**src/rtl/alu_pkg.sv**
```systemverilog
// Shared ALU definitions: operation codes, legality check and the
// arbiter state encoding. Also used by ALU_Control and the ALU itself.
package alu_pkg;

  localparam logic [3:0] OP_AND = 4'b0000;
  localparam logic [3:0] OP_OR  = 4'b0001;
  localparam logic [3:0] OP_ADD = 4'b0010;
  localparam logic [3:0] OP_SUB = 4'b0110;
  localparam logic [3:0] OP_SLL = 4'b1000;

  typedef enum logic [1:0] {
    ST_IDLE = 2'd0,
    ST_EXEC = 2'd1,
    ST_RESP = 2'd2
  } state_e;

  // True for the five operations the shared ALU implements.
  function automatic logic is_legal_op(input logic [3:0] op);
    case (op)
      OP_AND, OP_OR, OP_ADD, OP_SUB, OP_SLL: is_legal_op = 1'b1;
      default:                               is_legal_op = 1'b0;
    endcase
  endfunction

endpackage

```
**src/rtl/rr_arbiter2.sv**
```systemverilog
// Two-input round-robin grant. The last-grant pointer is owned by the
// caller; a tie goes to the requester that did not win last time.
module rr_arbiter2 (
  input  logic [1:0] req,
  input  logic       last_grant,
  input  logic       en,
  output logic [1:0] gnt
);

  // One-hot grant, all-zero when disabled or nobody requests.
  always_comb begin
    gnt = 2'b00;
    if (en) begin
      case (req)
        2'b01:   gnt = 2'b01;
        2'b10:   gnt = 2'b10;
        2'b11:   gnt = last_grant ? 2'b01 : 2'b10;
        default: gnt = 2'b00;
      endcase
    end
  end

endmodule

```
**src/rtl/alu_share_arbiter.sv**
```systemverilog
// Shares one combinational ALU between the main datapath (requester 0)
// and the address/branch-compare helper (requester 1). One transaction
// at a time: IDLE (grant) -> EXEC (drive ALU, capture) -> RESP (hold).
//
// Handshakes: a transfer happens on a rising edge where valid and ready
// are both high. A requester holds valid and payload stable until ready;
// the block holds rspN_valid and the rsp_* payload stable until rspN_ready.
module alu_share_arbiter
  import alu_pkg::*;
#(
  parameter int WIDTH = 64
) (
  input  logic             clk,
  input  logic             reset,
  input  logic             req0_valid,
  output logic             req0_ready,
  input  logic [3:0]       req0_op,
  input  logic [WIDTH-1:0] req0_a,
  input  logic [WIDTH-1:0] req0_b,
  input  logic             req1_valid,
  output logic             req1_ready,
  input  logic [3:0]       req1_op,
  input  logic [WIDTH-1:0] req1_a,
  input  logic [WIDTH-1:0] req1_b,
  output logic             rsp0_valid,
  input  logic             rsp0_ready,
  output logic             rsp1_valid,
  input  logic             rsp1_ready,
  output logic [WIDTH-1:0] rsp_result,
  output logic             rsp_zero,
  output logic             rsp_err,
  output logic [WIDTH-1:0] alu_a,
  output logic [WIDTH-1:0] alu_b,
  output logic [3:0]       alu_op,
  input  logic [WIDTH-1:0] alu_result,
  input  logic             alu_zero,
  output logic             busy,
  output logic [1:0]       dbg_state
);

  state_e           state_q, state_d;
  logic             last_grant_q, last_grant_d;
  logic             gnt_id_q, gnt_id_d;
  // op_q holds the op actually sent to the ALU: illegal codes are stored
  // as ADD so the ALU never sees them, and err_q remembers the fault.
  logic [3:0]       op_q, op_d;
  logic             err_q, err_d;
  logic [WIDTH-1:0] a_q, a_d;
  logic [WIDTH-1:0] b_q, b_d;
  logic [WIDTH-1:0] rsp_result_q, rsp_result_d;
  logic             rsp_zero_q, rsp_zero_d;
  logic             rsp_err_q, rsp_err_d;

  logic [1:0]       gnt;
  logic             rsp_hs;
  logic [3:0]       sel_op;

  rr_arbiter2 u_arb (
    .req        ({req1_valid, req0_valid}),
    .last_grant (last_grant_q),
    .en         (state_q == ST_IDLE),
    .gnt        (gnt)
  );

  // Request-side ready is the grant itself; grant is only ever given in IDLE.
  assign req0_ready = gnt[0];
  assign req1_ready = gnt[1];

  assign sel_op = gnt[1] ? req1_op : req0_op;
  assign rsp_hs = (rsp0_valid & rsp0_ready) | (rsp1_valid & rsp1_ready);

  // Next-state and next-register values for the whole transaction flow.
  always_comb begin
    state_d      = state_q;
    last_grant_d = last_grant_q;
    gnt_id_d     = gnt_id_q;
    op_d         = op_q;
    err_d        = err_q;
    a_d          = a_q;
    b_d          = b_q;
    rsp_result_d = rsp_result_q;
    rsp_zero_d   = rsp_zero_q;
    rsp_err_d    = rsp_err_q;
    case (state_q)
      ST_IDLE: begin
        if (|gnt) begin
          gnt_id_d     = gnt[1];
          last_grant_d = gnt[1];
          op_d         = is_legal_op(sel_op) ? sel_op : OP_ADD;
          err_d        = ~is_legal_op(sel_op);
          a_d          = gnt[1] ? req1_a : req0_a;
          b_d          = gnt[1] ? req1_b : req0_b;
          state_d      = ST_EXEC;
        end
      end
      ST_EXEC: begin
        rsp_result_d = err_q ? '0 : alu_result;
        rsp_zero_d   = err_q ? 1'b1 : alu_zero;
        rsp_err_d    = err_q;
        state_d      = ST_RESP;
      end
      ST_RESP: begin
        if (rsp_hs) state_d = ST_IDLE;
      end
      default: state_d = ST_IDLE;
    endcase
  end

  // All state registers; reset drops any transaction in flight.
  always_ff @(posedge clk) begin
    if (reset) begin
      state_q      <= ST_IDLE;
      last_grant_q <= 1'b1;
      gnt_id_q     <= 1'b0;
      op_q         <= OP_ADD;
      err_q        <= 1'b0;
      a_q          <= '0;
      b_q          <= '0;
      rsp_result_q <= '0;
      rsp_zero_q   <= 1'b0;
      rsp_err_q    <= 1'b0;
    end else begin
      state_q      <= state_d;
      last_grant_q <= last_grant_d;
      gnt_id_q     <= gnt_id_d;
      op_q         <= op_d;
      err_q        <= err_d;
      a_q          <= a_d;
      b_q          <= b_d;
      rsp_result_q <= rsp_result_d;
      rsp_zero_q   <= rsp_zero_d;
      rsp_err_q    <= rsp_err_d;
    end
  end

  assign alu_a      = a_q;
  assign alu_b      = b_q;
  assign alu_op     = op_q;
  assign rsp_result = rsp_result_q;
  assign rsp_zero   = rsp_zero_q;
  assign rsp_err    = rsp_err_q;
  assign rsp0_valid = (state_q == ST_RESP) & ~gnt_id_q;
  assign rsp1_valid = (state_q == ST_RESP) &  gnt_id_q;
  assign busy       = (state_q != ST_IDLE);
  assign dbg_state  = state_q;

endmodule

```
**config.mk**
```make
export PLATFORM = sky130hd
export DESIGN_NAME = alu_share_arbiter
export DESIGN_NICKNAME = d
export VERILOG_FILES = /design/src/rtl/alu_pkg.sv /design/src/rtl/rr_arbiter2.sv /design/src/rtl/alu_share_arbiter.sv
export SDC_FILE = /design/constraint.sdc
export NUM_CORES = 1
export LEC_CHECK = 0
export BUFFER_PORTS_ARGS = -buffer_cell sky130_fd_sc_hd__buf_2
export CORE_AREA = 2 2 209 211
export DETAILED_ROUTE_END_ITERATION = 12
export DIE_AREA = 0 0 211 213
export PLACE_DENSITY = 0.55
export SYNTH_ARGS = -nofsm -noshare
export SYNTH_HDL_FRONTEND = slang
export SYNTH_SLANG_ARGS = --single-unit
```
**constraint.sdc**
```tcl
create_clock -name clk -period 2 [get_ports clk]
set_clock_uncertainty 0.2 [all_clocks]
set_input_delay 0.3 -clock clk [delete_from_list [all_inputs] [get_ports clk]]
set_output_delay 0.3 -clock clk [all_outputs]
set_load 0.01 [all_outputs]
```
==> Yosys cells after proc, flatten, opt, wreduce, memory -nomap -nowiden <==
Cells that the tools add are included.
{ "totals": {"n_memories": 0, "mem_bits_ro": 0, "mem_bits_rw": 0, "wordCells": 50, "ff_bits": 203, "latch_bits": 0, "in_bits": 335, "output_inout_bits": 205} }
{ "op_classes": {"magnitude_cmp": 0, "muxes": 15, "bitwise_logic": 7, "mul": 0, "div_mod_pow": 0, "n_eq_ne": 11, "n_reduce_logical": 7, "shifts": 0, "addsub": 0} }
{ "op_table": {"columns": ["op", "count"], "rows": [
  ["$mux 64", 3],
  ["$pmux 2 s3", 2],
  ["$mux 2", 4],
  ["$mux 4", 2],
  ["$eq 2x2->1 const B", 3],
  ["$reduce_or 5->1", 1],
  ["$and 1x1->1", 4],
  ["$eq 2x1->1 const B", 2],
  ["$eq 4x1->1 const B", 1],
  ["$eq 4x2->1 const B", 1],
  ["$eq 4x3->1 const B", 1],
  ["$eq 4x4->1 const B", 1],
  ["$logic_not 4->1", 1],
  ["$mux 1", 4],
  ["$ne 2x2->1 const B", 2],
  ["$reduce_and 2->1", 2],
  ["$logic_not 2->1", 1],
  ["$not 1->1", 2],
  ["$reduce_bool 2->1", 1],
  ["$reduce_or 2->1", 1],
  ["$or 1x1->1", 1]
]} }

==> Depth between registers and ports, before layout <==
Gate-level depths: netlist of the first run.
{ "depth": {"ltp_word": 10, "ltp_mapped": 6, "mapped_depth_nobuf": 4} }

==> Cells and area by module <==
From an unflattened synthesis of the first run, not the netlist that was laid out.
{ "unflattened": {"hier_cells": 925, "area_unflattened_um2": 9120.0} }
{ "by_module_without_submodules": {"columns": ["mod", "cells_each", "area_per_inst_um2", "instances", "seq_area_each_um2"], "rows": [
  ["alu_share_arbiter", 920, 9098.7, 1, 4063.9],
  ["rr_arbiter2", 5, 21.3, 1, 0.0]
]} }

==> Least setup slack after synthesis of the first run <==
OpenSTA, ideal clock, no wires.
{ "synth_timing": {"path_kind": "flip-flop to output port", "startpoint": "reg state_q[1] (netlist: dbg_state[1])", "endpoint": "out req0_ready", "arrival_ns": 1.228, "setup_slack_ns": 0.272, "path_stages_with_launch": 6, "path_cell_list": "dfxtp_1 > nor2_4 > inv_2 > buf_4 > buf_2 > nor3_1"} }
{ "synth_between": {"elab_chain_cells": 2} }
{ "synth_rtl": {"columns": ["item", "line_no", "text"], "rows": [
  ["start: declaration", "alu_share_arbiter.sv:41", "state_e state_q, state_d;"],
  ["start signal: assignment", "alu_share_arbiter.sv:123", "state_q <= state_d;"],
  ["$logic_not 2->1", "alu_share_arbiter.sv:61", ".en (state_q == ST_IDLE),"],
  ["$mux 2", "rr_arbiter2.sv:13", "if (en) begin"],
  ["end: declaration", "alu_share_arbiter.sv:16", "output logic req0_ready,"]
]} }
Every way passes these cells.

==> Worst setup path in the final report of the first run <==
{ "layout_timing": {"startpoint": "reg state_q[0] (netlist: dbg_state[0])", "endpoint": "reg a_q[43] (netlist: alu_a[43])"} }
{ "layout_between": {"elab_chain_cells": 4} }
{ "layout_rtl": {"columns": ["item", "line_no", "text"], "rows": [
  ["$logic_not 2->1 *", "alu_share_arbiter.sv:61, alu_share_arbiter.sv:84", null],
  ["$mux 2", "rr_arbiter2.sv:13", null],
  ["$reduce_or 2->1", "alu_share_arbiter.sv:86", "if (|gnt) begin"],
  ["$reduce_and 2->1 (no line)", null, null],
  ["end signal: assignment", "alu_share_arbiter.sv:117", "a_q <= '0;"],
  ["end signal: assignment", "alu_share_arbiter.sv:128", "a_q <= a_d;"],
  ["end: declaration", "alu_share_arbiter.sv:48", "logic [WIDTH-1:0] a_q, a_d;"]
]} }
Every way passes the cells marked *; elsewhere a longest branch is shown, timed or not.
A chain may end at the register's enable or synchronous reset.

==> flow_summary.ini, run 1 <==
[finish]
drive_gt1_share_pct = 35.9
design_area_um2 = 18100
syn_to_final_growth_pct = 83.1
final_nets = 2324
fillers = 4044
num_antenna_cells = 0

[routing]
routed-via-count = 13700
drc_errors = 0
wl_per_cell_um = 19.5
viasPerCell = 5.36
postRouteAntennaNets = 0
wl_um = 49800
drtPass1Iterations = 5
drt-initial-drc-count = 1186

[sta]
relSlewSlack_pct = 64.7
final-setup-viol-count = 1
max_clock_freq_ghz = 0.493
final_max_slew_viol_count = 0
layout_setup_ws_ns = -0.0272
whs_ns = 0.0256
min_period_over_period_pct = 101
tightestPinTransition_ns = 0.525
rsz0062_at_grt = yes
layout_min_cycle_time_ns = 2.03
fin_setup_tns_ns = -0.0272
hold_viol_final = 0

[power]
leakage_nw = 7.73
intPower_mw = 9.08
switching_share_pct = 31.4
power_frac_seq_pct = 35.4
power_density_nw_per_um2 = 731
ir_worst_vdd_uv = 524
power.share.clock_pct = 35.2
combPwrFrac_pct = 29.4
power_switching_mw = 4.16

[clocking]
clkTransAtPathRegs_ns = 0.06
cts_max_path_buffers = 3
clk_latency_ns = 0.53
cts-root-buf = clkbuf_16
ctsHtreeMaxLevel = 1
clkSinkCount = 203
cts_tree = yes
cts_buffers = 25

[floorplan]
die-area_um2 = 44900
die_y_um = 213
die_x_um = 211
std_cell_rows = 76
core-area_um2 = 42700
start_util_pct = 23.2
io_pins = 540

[placed_design]
gp_congestion = 0.857
dpl_worst_slack_ns = -0.0644
placed_cell_area_um2 = 13700
port_buffers = 539
hpwl_um = 31200

[outcome]
status = complete, but fails checks
violations = setup timing

[yosys]
seq_area_frac_synth_pct = 41.1
mappedNetlistNets = 1477
synth-seq-cells = 203
synth_area_um2 = 9900
syn_inst = 1142
synth_warnings = 0
ys_types = 41
avgSynthCellArea_um2 = 8.67

[worst_setup_path]
arrival_ns = 2.25
ff2ff_path_depth = 6
startpoint_type = flip-flop
timing.critical_path.required_ns = 2.22
endpoint = alu_a[43]$_SDFFE_PP0P_
reg2reg_from = dbg_state[0]$_SDFFE_PP0P_
critPathKind = reg2reg
path_max_fanout = 82
worstSetupStartpoint = dbg_state[0]$_SDFFE_PP0P_
timing.rr.end = alu_a[43]$_SDFFE_PP0P_
endpoint_kind = flip-flop
reg2reg_slack_ns = -0.03

[flow_run]
cap_violations = 0

[global_routing]
globalRouteTotalUtil_pct = 20.8
grt_pass1_wl_um = 75000
antenna_found_initial = 2
grt_pass1_vias = 13600
grt_max_degree = 83
globalRouteOverflowTotal = 0

[min_path]
hold_class = in2reg
## layout make-up
| class | instances | area (um2) | area share, % |
|---|---|---|---|
| Clock buffer | 39 | 778 | 4.29 |
| Clock inverter | 6 | 63.8 | 0.352 |
| Inverter | 5 | 36.3 | 0.200 |
| Multi-Input combinational cell | 761 | 5030 | 27.8 |
| Sequential cell | 203 | 4070 | 22.5 |
| Tap cell | 546 | 683 | 3.77 |
| Timing Repair Buffer | 991 | 7440 | 41.1 |
| Timing Repair inverter | 2 | 17.5 | 0.0967 |
## critical path: stages, from the launching register on
cell and delay (ns):
dfxtp_2 0.33, nor2_4 0.11, buf_6 0.13, buf_4 0.14, buf_16 0.26, nand4_1 0.21
a311oi_2 0.40
## logic make-up (layout without fill, tap and decap cells)
group                  Yosys count  count (layout)  share of synthesized area, %
AND/OR/NAND/NOR                418             418                          24.0
AO/OA/AOI/OAI                  342             342                          26.0
flip-flops                     203             203                          41.1
buffers and inverters          178            1043                          8.81
multiplexers                     1               1                         0.101
## layout by cell type, fill, tap and decap left out, types with 4 or more instances in the layout
cell,synthesis,routed
buf_4,17,77
dfxtp_1,203,200
buf_12,0,35
o31ai_1,129,129
o21ai_0,4,4
nand3_1,4,4
nand4_1,131,131
nor3_1,132,131
a311oi_1,129,128
nand2_1,67,67
a21oi_1,67,67
dlygate4sd3_1,0,335
clkbuf_16,0,25
buf_2,93,536
clkbuf_8,0,10
clkbuf_1,57,4
nand3b_1,65,65
buf_6,3,6
## synthesized netlist by cell type, drive strengths merged
cell type,count,share of area (%)
dfxtp,203,41
nor3,132,6.7
nand4,131,8.3
a311oi,129,11
o31ai,129,9.8
buf,115,6.4
nand2,68,2.6
a21oi,67,3.4
nand3b,65,4.9
clkbuf,58,2.2
inv,4,0.15
nand3,4,0.20
nor2,4,0.23
nor4b,4,0.35
o21ai,4,0.20
nor3b,3,0.23
a211oi,2,0.15
a31oi,2,0.13
nor2b,2,0.13
o2111ai,2,0.18
a21bo,1,0.10
a21boi,1,0.19
a31o,1,0.089
and3b,1,0.089
clkinv,1,0.038
mux2i,1,0.10
nand2b,1,0.063
nor4,1,0.063
nor4bb,1,0.10
o21ba,1,0.10
o21bai,1,0.076
o311a,1,0.10
o31a,1,0.089
or2b,1,0.089
## per-layer routing
metal / GRT usage (%) / up-vias / part of all wire, %
met5: 0 / - / 0.028
met4: 10.6 / 2 / 5.1
met3: 4.03 / 181 / 8.2
met2: 35.3 / 869 / 47
met1: 25.1 / 6400 / 40
li1: - / 6229 / -
## stage by stage
stage | total power [mW] | instances | util (%)
4_1_cts | 13.3 | 2553 | 42.3
5_1_grt | 13.8 | 2553 | 42.4
6_report | 13.2 | 2553 | 42.4
2_1_floorplan | 6.41 | 1142 | -
3_3_place_gp | 7.93 | 2159 | 32.1
3_5_place_dp | 7.95 | 2159 | 32.1
## flip-flops by register name, summed over array words and instances (netlist names)
signal	flops
alu_a	64
alu_b	64
rsp_result	64
alu_op	4
dbg_state	2
err_q	1
gnt_id_q	1
last_grant_q	1
rsp_err	1
rsp_zero	1
## worst min path at each step
stage	slack (ns)	endpoint	cells after the start	startpoint
3_5_place_dp	0.24	rsp_result[39]$_SDFFE_PP0N_	2	rsp_result[39]$_SDFFE_PP0N_
2_1_floorplan	0.26	rsp_result[15]$_SDFFE_PP0N_	2	alu_result[15]
4_1_cts	0.02	alu_op[3]$_SDFFE_PP0P_	4	req0_op[3]
3_3_place_gp	0.24	rsp_result[28]$_SDFFE_PP0N_	2	rsp_result[28]$_SDFFE_PP0N_
5_1_grt	0.03	alu_a[27]$_SDFFE_PP0P_	3	req1_a[27]
6_report	0.03	alu_a[27]$_SDFFE_PP0P_	3	req1_a[27]
## power groups by stage
stage,sequential (mW),clock (mW),combinational [mW]
after global placement,4.75,0,3.17
after floorplan,4.92,0,1.49
final,4.68,4.67,3.90
after detailed placement,4.75,0,3.20
after CTS,4.68,4.77,3.83
after global routing,4.72,4.89,4.17
## what timing repair did
action,CTS,global route
pin swaps,3,0
setup buffers,11,0
gates resized for setup,13,7
hold endpoints to repair,199,0
endpoints found under the setup margin,3,7
hold buffers,335,0
gates cloned,3,0
Power figures use the tool's default switching activity.
==> inputs of run 2 (changes only) <==
--- a/config.mk
+++ b/config.mk
@@ -10,6 +10,7 @@
 export DETAILED_ROUTE_END_ITERATION = 12
 export DIE_AREA = 0 0 211 213
 export PLACE_DENSITY = 0.55
+export REMOVE_ABC_BUFFERS = 1
 export SYNTH_ARGS = -nofsm -noshare
 export SYNTH_HDL_FRONTEND = slang
 export SYNTH_SLANG_ARGS = --single-unit
==> flow_summary.ini, run 2 (synthesis gave the netlist of run 1 again) <==
[routing]
viasPerCell = 5.45
wl_per_cell_um = 20.8
drtPass1Iterations = 9
routed-via-count = 13900
postRouteAntennaNets = 0
drc_errors = 0
drt-initial-drc-count = 1215
wl_um = 53100

[worst_setup_path]
path_cells = buf_4 > nor3b_4 > buf_2
reg2reg_from = dbg_state[1]$_SDFFE_PP0P_
timing.rr.end = alu_b[35]$_SDFFE_PP0P_
endpoint_kind = output pin
path_max_fanout = 6
critical-path-top-delay-family = flip-flops
cp_slowest_cell = dfxtp_2
timing.critical_path.required_ns = 1.50
critPathKind = reg2out
startpoint_type = flip-flop
reg2reg_slack_ns = 0.05
slowest_delay_ns = 0.35
path_buf_inv = 2
ff2ff_path_depth = 6
arrival_ns = 1.47

[power]
intPower_mw = 9.20
ir_worst_vdd_uv = 460
leakage_nw = 7.75
power_mw = 13.5
switching_share_pct = 31.8
power_frac_seq_pct = 34.9
power_switching_mw = 4.28
power_density_nw_per_um2 = 743
power.share.clock_pct = 35.0
combPwrFrac_pct = 30.1

[finish]
fillers = 3988
final_common_cell = buf_2
final_nets = 2322
multiInputGateArea_um2 = 5050
seq_area_um2 = 4070
final_cell_mix = buf_2, dlygate4sd3_1, dfxtp_1
drive_gt1_share_pct = 35.7
syn_to_final_growth_pct = 83.2
design_area_um2 = 18100

[clocking]
clkSinkCount = 203
cts_tree = yes
ctsHtreeMaxLevel = 1
cts_max_path_buffers = 3
clkTransAtPathRegs_ns = 0.06
cts_buffers = 25
clk_latency_ns = 0.54
cts-root-buf = clkbuf_16

[global_routing]
grt_pass1_wl_um = 78500
globalRouteTotalUtil_pct = 22.0
globalRouteOverflowTotal = 0
antenna_found_initial = 1
grt_max_degree = 78
grt_pass1_vias = 14000

[placed_design]
port_buffers = 539
placed_cell_area_um2 = 13500
gp_congestion = 0.872
hpwl_um = 31900

[floorplan]
io_pins = 540
die-area_um2 = 44900
die_x_um = 211
core-area_um2 = 42700
std_cell_rows = 76
start_util_pct = 23.2
die_y_um = 213

[sta]
final_max_slew_viol_count = 0
min_period_over_period_pct = 98.5
layout_min_cycle_time_ns = 1.97
max_clock_freq_ghz = 0.507
rsz0062_at_grt = yes
final-setup-viol-count = 0
tightestPinTransition_ns = 0.607
hold_viol_final = 0
relSlewSlack_pct = 59.6

[min_path]
holdPathStages = 3
hold_end = alu_a[44]$_SDFFE_PP0P_
hold_class = in2reg
hp-start = req0_valid

[flow_run]
cap_violations = 0

[outcome]
status = complete, no violations
run 2: changes by cell type in the layout (fill, tap and decap cells not counted), moves of 3 or more:
cell / change
buf_12: -9
bufbuf_16: +3
clkinv_2: +6
dlygate4sd3_1: +3
clkbuf_8: -6
run 2: how the worst max path moves through the flow:
stage                                          from  slack (ns)                endpoint  cells past startpoint
after global placement                   req0_valid        0.08  alu_b[46]$_SDFFE_PP0P_                      5
final                     dbg_state[1]$_SDFFE_PP0P_        0.03              rsp0_valid                      3
after floorplan           last_grant_q$_SDFFE_PP1P_       -3.81              req0_ready                      2
after global routing      dbg_state[1]$_SDFFE_PP0P_       -0.03  alu_a[14]$_SDFFE_PP0P_                      6
after detailed placement                 req0_valid      -0.006  alu_b[38]$_SDFFE_PP0P_                      5
after CTS                 dbg_state[0]$_SDFFE_PP0P_       -0.01              req0_ready                      5
run 2: area by class of cell:
type,count,area share (%)
antenna,1,0.0138
timing repair inverter,2,0.0966
clock buffer,34,3.86
timing repair buffer,989,41.0
inverter,5,0.235
tap,546,3.77
multi-input combinational,761,27.8
clock inverter,12,0.766
sequential,203,22.4
run 2: power groups by stage:
stage,Sequential [mW],Combinational (mW),Clock (mW)
6_report,4.70,4.06,4.72
2_1_floorplan,4.94,1.18,0
3_3_place_gp,4.76,3.13,0
5_1_grt,4.74,4.30,4.96
3_5_place_dp,4.77,3.17,0
4_1_cts,4.69,3.95,4.80
run 2: per-stage QoR:
stage                     util [%]  setup TNS [ns]  setup slack, ns  instances  hold WS (ns)
after floorplan                  -         -578.53            -3.81        969         0.169
after global placement        31.6               0           0.0771       2146         0.235
after detailed placement      31.6        -0.00636         -0.00636       2146         0.241
after CTS                     42.3         -0.0129          -0.0106       2548       0.00296
after global routing          42.5          -0.113          -0.0334       2552        0.0345
final                         42.5               0           0.0291       2553        0.0168
run 2: what timing repair did:
item / in CTS / in global routing
resized for setup: 12 / 12
cloned: 7 / 0
hold endpoints to repair: 199 / 0
setup endpoints to repair: 4 / 24
pin swaps: 1 / 2
hold buffers: 338 / 0
setup buffers: 12 / 4
run 2: worst register-to-register path: stages (launching register included):
cell and delay, ns:
dfxtp_2 0.33, nor2_4 0.15, buf_6 0.13, buf_4 0.22, buf_16 0.21, nand4_1 0.20, a311oi_1 0.39
run 2: metal layers:
metal | wire length (um) | track usage [%] | share of wire (%)
met1 | 20500 | 26.0 | 39
met2 | 25300 | 37.4 | 48
met3 | 4380 | 4.12 | 8.3
met4 | 3010 | 12.6 | 5.7
met5 | 10 | 0 | 0.019
==> inputs of run 3 (changes only) <==
--- a/config.mk
+++ b/config.mk
@@ -6,11 +6,13 @@
 export NUM_CORES = 1
 export LEC_CHECK = 0
 export BUFFER_PORTS_ARGS = -buffer_cell sky130_fd_sc_hd__buf_2
-export CORE_AREA = 2 2 209 211
+export CORE_AREA = 5 5 206 208
 export DETAILED_ROUTE_END_ITERATION = 12
 export DIE_AREA = 0 0 211 213
-export PLACE_DENSITY = 0.55
+export GPL_TIMING_DRIVEN = 0
+export PLACE_DENSITY = 0.57
 export REMOVE_ABC_BUFFERS = 1
+export SKIP_LAST_GASP = 1
 export SYNTH_ARGS = -nofsm -noshare
 export SYNTH_HDL_FRONTEND = slang
 export SYNTH_SLANG_ARGS = --single-unit
==> flow_summary.ini, run 3 (synthesis gave the netlist of run 1 again) <==
[clocking]
ctsHtreeMaxLevel = 1
cts-root-buf = clkbuf_16
clkTransAtPathRegs_ns = 0.06
clkSinkCount = 203
cts_max_path_buffers = 3
cts_buffers = 25
clk_latency_ns = 0.53
cts_tree = yes

[worst_setup_path]
reg2reg_slack_ns = -0.12
arrival_ns = 2.30
endpoint_kind = flip-flop
critPathKind = reg2reg
path_max_fanout = 19
startpoint_type = flip-flop
timing.critical_path.required_ns = 2.18

[global_routing]
grt_max_degree = 103
grt_pass1_wl_um = 88200
globalRouteTotalUtil_pct = 24.9
antenna_found_initial = 5
grt_pass1_vias = 14600
globalRouteOverflowTotal = 0

[routing]
drc_errors = 0
wl_um = 66100
viasPerCell = 5.84
drtPass1Iterations = 5
postRouteAntennaNets = 0
wl_per_cell_um = 26.3
routed-via-count = 14700
drt-initial-drc-count = 1403

[floorplan]
die-area_um2 = 44900
core-area_um2 = 40400
std_cell_rows = 74
die_y_um = 213
io_pins = 540
start_util_pct = 24.5
die_x_um = 211

[finish]
syn_to_final_growth_pct = 89.2
final_common_cell = buf_2
final_nets = 2294
drive_gt1_share_pct = 37.7
utilization_pct = 46.4
final_cell_mix = buf_2, dlygate4sd3_1, dfxtp_1
design_area_um2 = 18700
fillers = 3585

[outcome]
status = complete, but fails checks
violations = setup timing

[power]
power_density_nw_per_um2 = 746
leakage_nw = 7.80
ir_worst_vdd_uv = 450

[placed_design]
placed_cell_area_um2 = 12900
port_buffers = 539
gp_congestion = 0.779
hpwl_um = 30900

[sta]
min_period_over_period_pct = 106
final-setup-viol-count = 14
layout_min_cycle_time_ns = 2.12
tightestPinTransition_ns = 0.804
max_clock_freq_ghz = 0.472
whs_ns = 0.0194
layout_setup_ws_ns = -0.117
rsz0062_at_grt = yes
relSlewSlack_pct = 46.2
final_max_slew_viol_count = 0
hold_viol_final = 0

[flow_run]
cap_violations = 0

[min_path]
hold_class = in2reg
run 3: cell count changes in the layout (fill, tap and decap cells not counted), moves of 9 or more:
cell | before | now
o31ai_1 | 128 | 95
a311oi_2 | 2 | 13
buf_16 | 3 | 20
nor3_1 | 131 | 122
buf_4 | 78 | 26
buf_12 | 26 | 16
clkbuf_16 | 25 | 36
a311oi_1 | 127 | 115
o31ai_2 | 1 | 26
run 3: path summary, 6_finish.rpt:
| kind | startpoint | endpoint | depth (start not counted) |
|---|---|---|---|
| min reg2reg | rsp_result[14]$_SDFFE_PP0N_ | rsp_result[14]$_SDFFE_PP0N_ | 2 |
| max reg2reg | dbg_state[1]$_SDFFE_PP0P_ | alu_a[12]$_SDFFE_PP0P_ | 8 |
| max | dbg_state[1]$_SDFFE_PP0P_ | alu_a[12]$_SDFFE_PP0P_ | 8 |
| min | req1_a[55] | alu_a[55]$_SDFFE_PP0P_ | 3 |
run 3: report_power, final:
group	switching, mW	internal (mW)
logic	2.60	2.15
registers	0.258	4.45
clock network	1.89	2.61
total	4.76	9.22
run 3: repair_timing:
item,in CTS,in global routing
hold buffers,331,0
setup endpoints to repair,165,148
gates resized for setup,43,73
gates cloned,22,16
pin swaps,7,34
setup buffers,27,10
endpoints found under the hold margin,198,0
run 3: final cells by class:
cell class	count	area, um2	area share [%]
antenna	4	10.0	0.0535
clock buffer	33	676	3.61
clock inverter	9	95.1	0.508
inverter	5	52.6	0.281
multi-input combinational	766	5470	29.2
sequential	203	4080	21.8
tap	532	666	3.55
timing repair buffer	955	7650	40.8
timing repair inverter	3	37.5	0.200
run 3: layer usage:
metal | vias to the layer above | global-route usage [%] | wire [um]
li1 | 6176 | - | -
met1 | 6887 | 29.6 | 23300
met2 | 1290 | 41.3 | 30300
met3 | 316 | 5.66 | 7680
met4 | 0 | 14.4 | 4810
met5 | - | 0 | 0
run 3: through the flow:
| step | setup slack [ns] | power (mW) | setup TNS (ns) | instances |
|---|---|---|---|---|
| floorplan | -3.81 | 6.12 | -578.53 | 969 |
| global placement | -7.50 | 7.52 | -1181.84 | 2040 |
| detailed placement | -1.08 | 7.71 | -108.09 | 2059 |
| CTS | -0.116 | 13.4 | -1.47 | 2480 |
| global route | -0.152 | 14.4 | -1.84 | 2510 |
| finish | -0.117 | 14.0 | -0.848 | 2510 |
run 3: worst max-delay path, stage by stage (launching register included):
cell and delay (ns):
dfxtp_4 0.35, nor2_4 0.14, buf_12 0.15, buf_16 0.13, inv_16 0.04, buf_12 0.17, buf_16 0.20, o31ai_1 0.34
a311oi_1 0.20
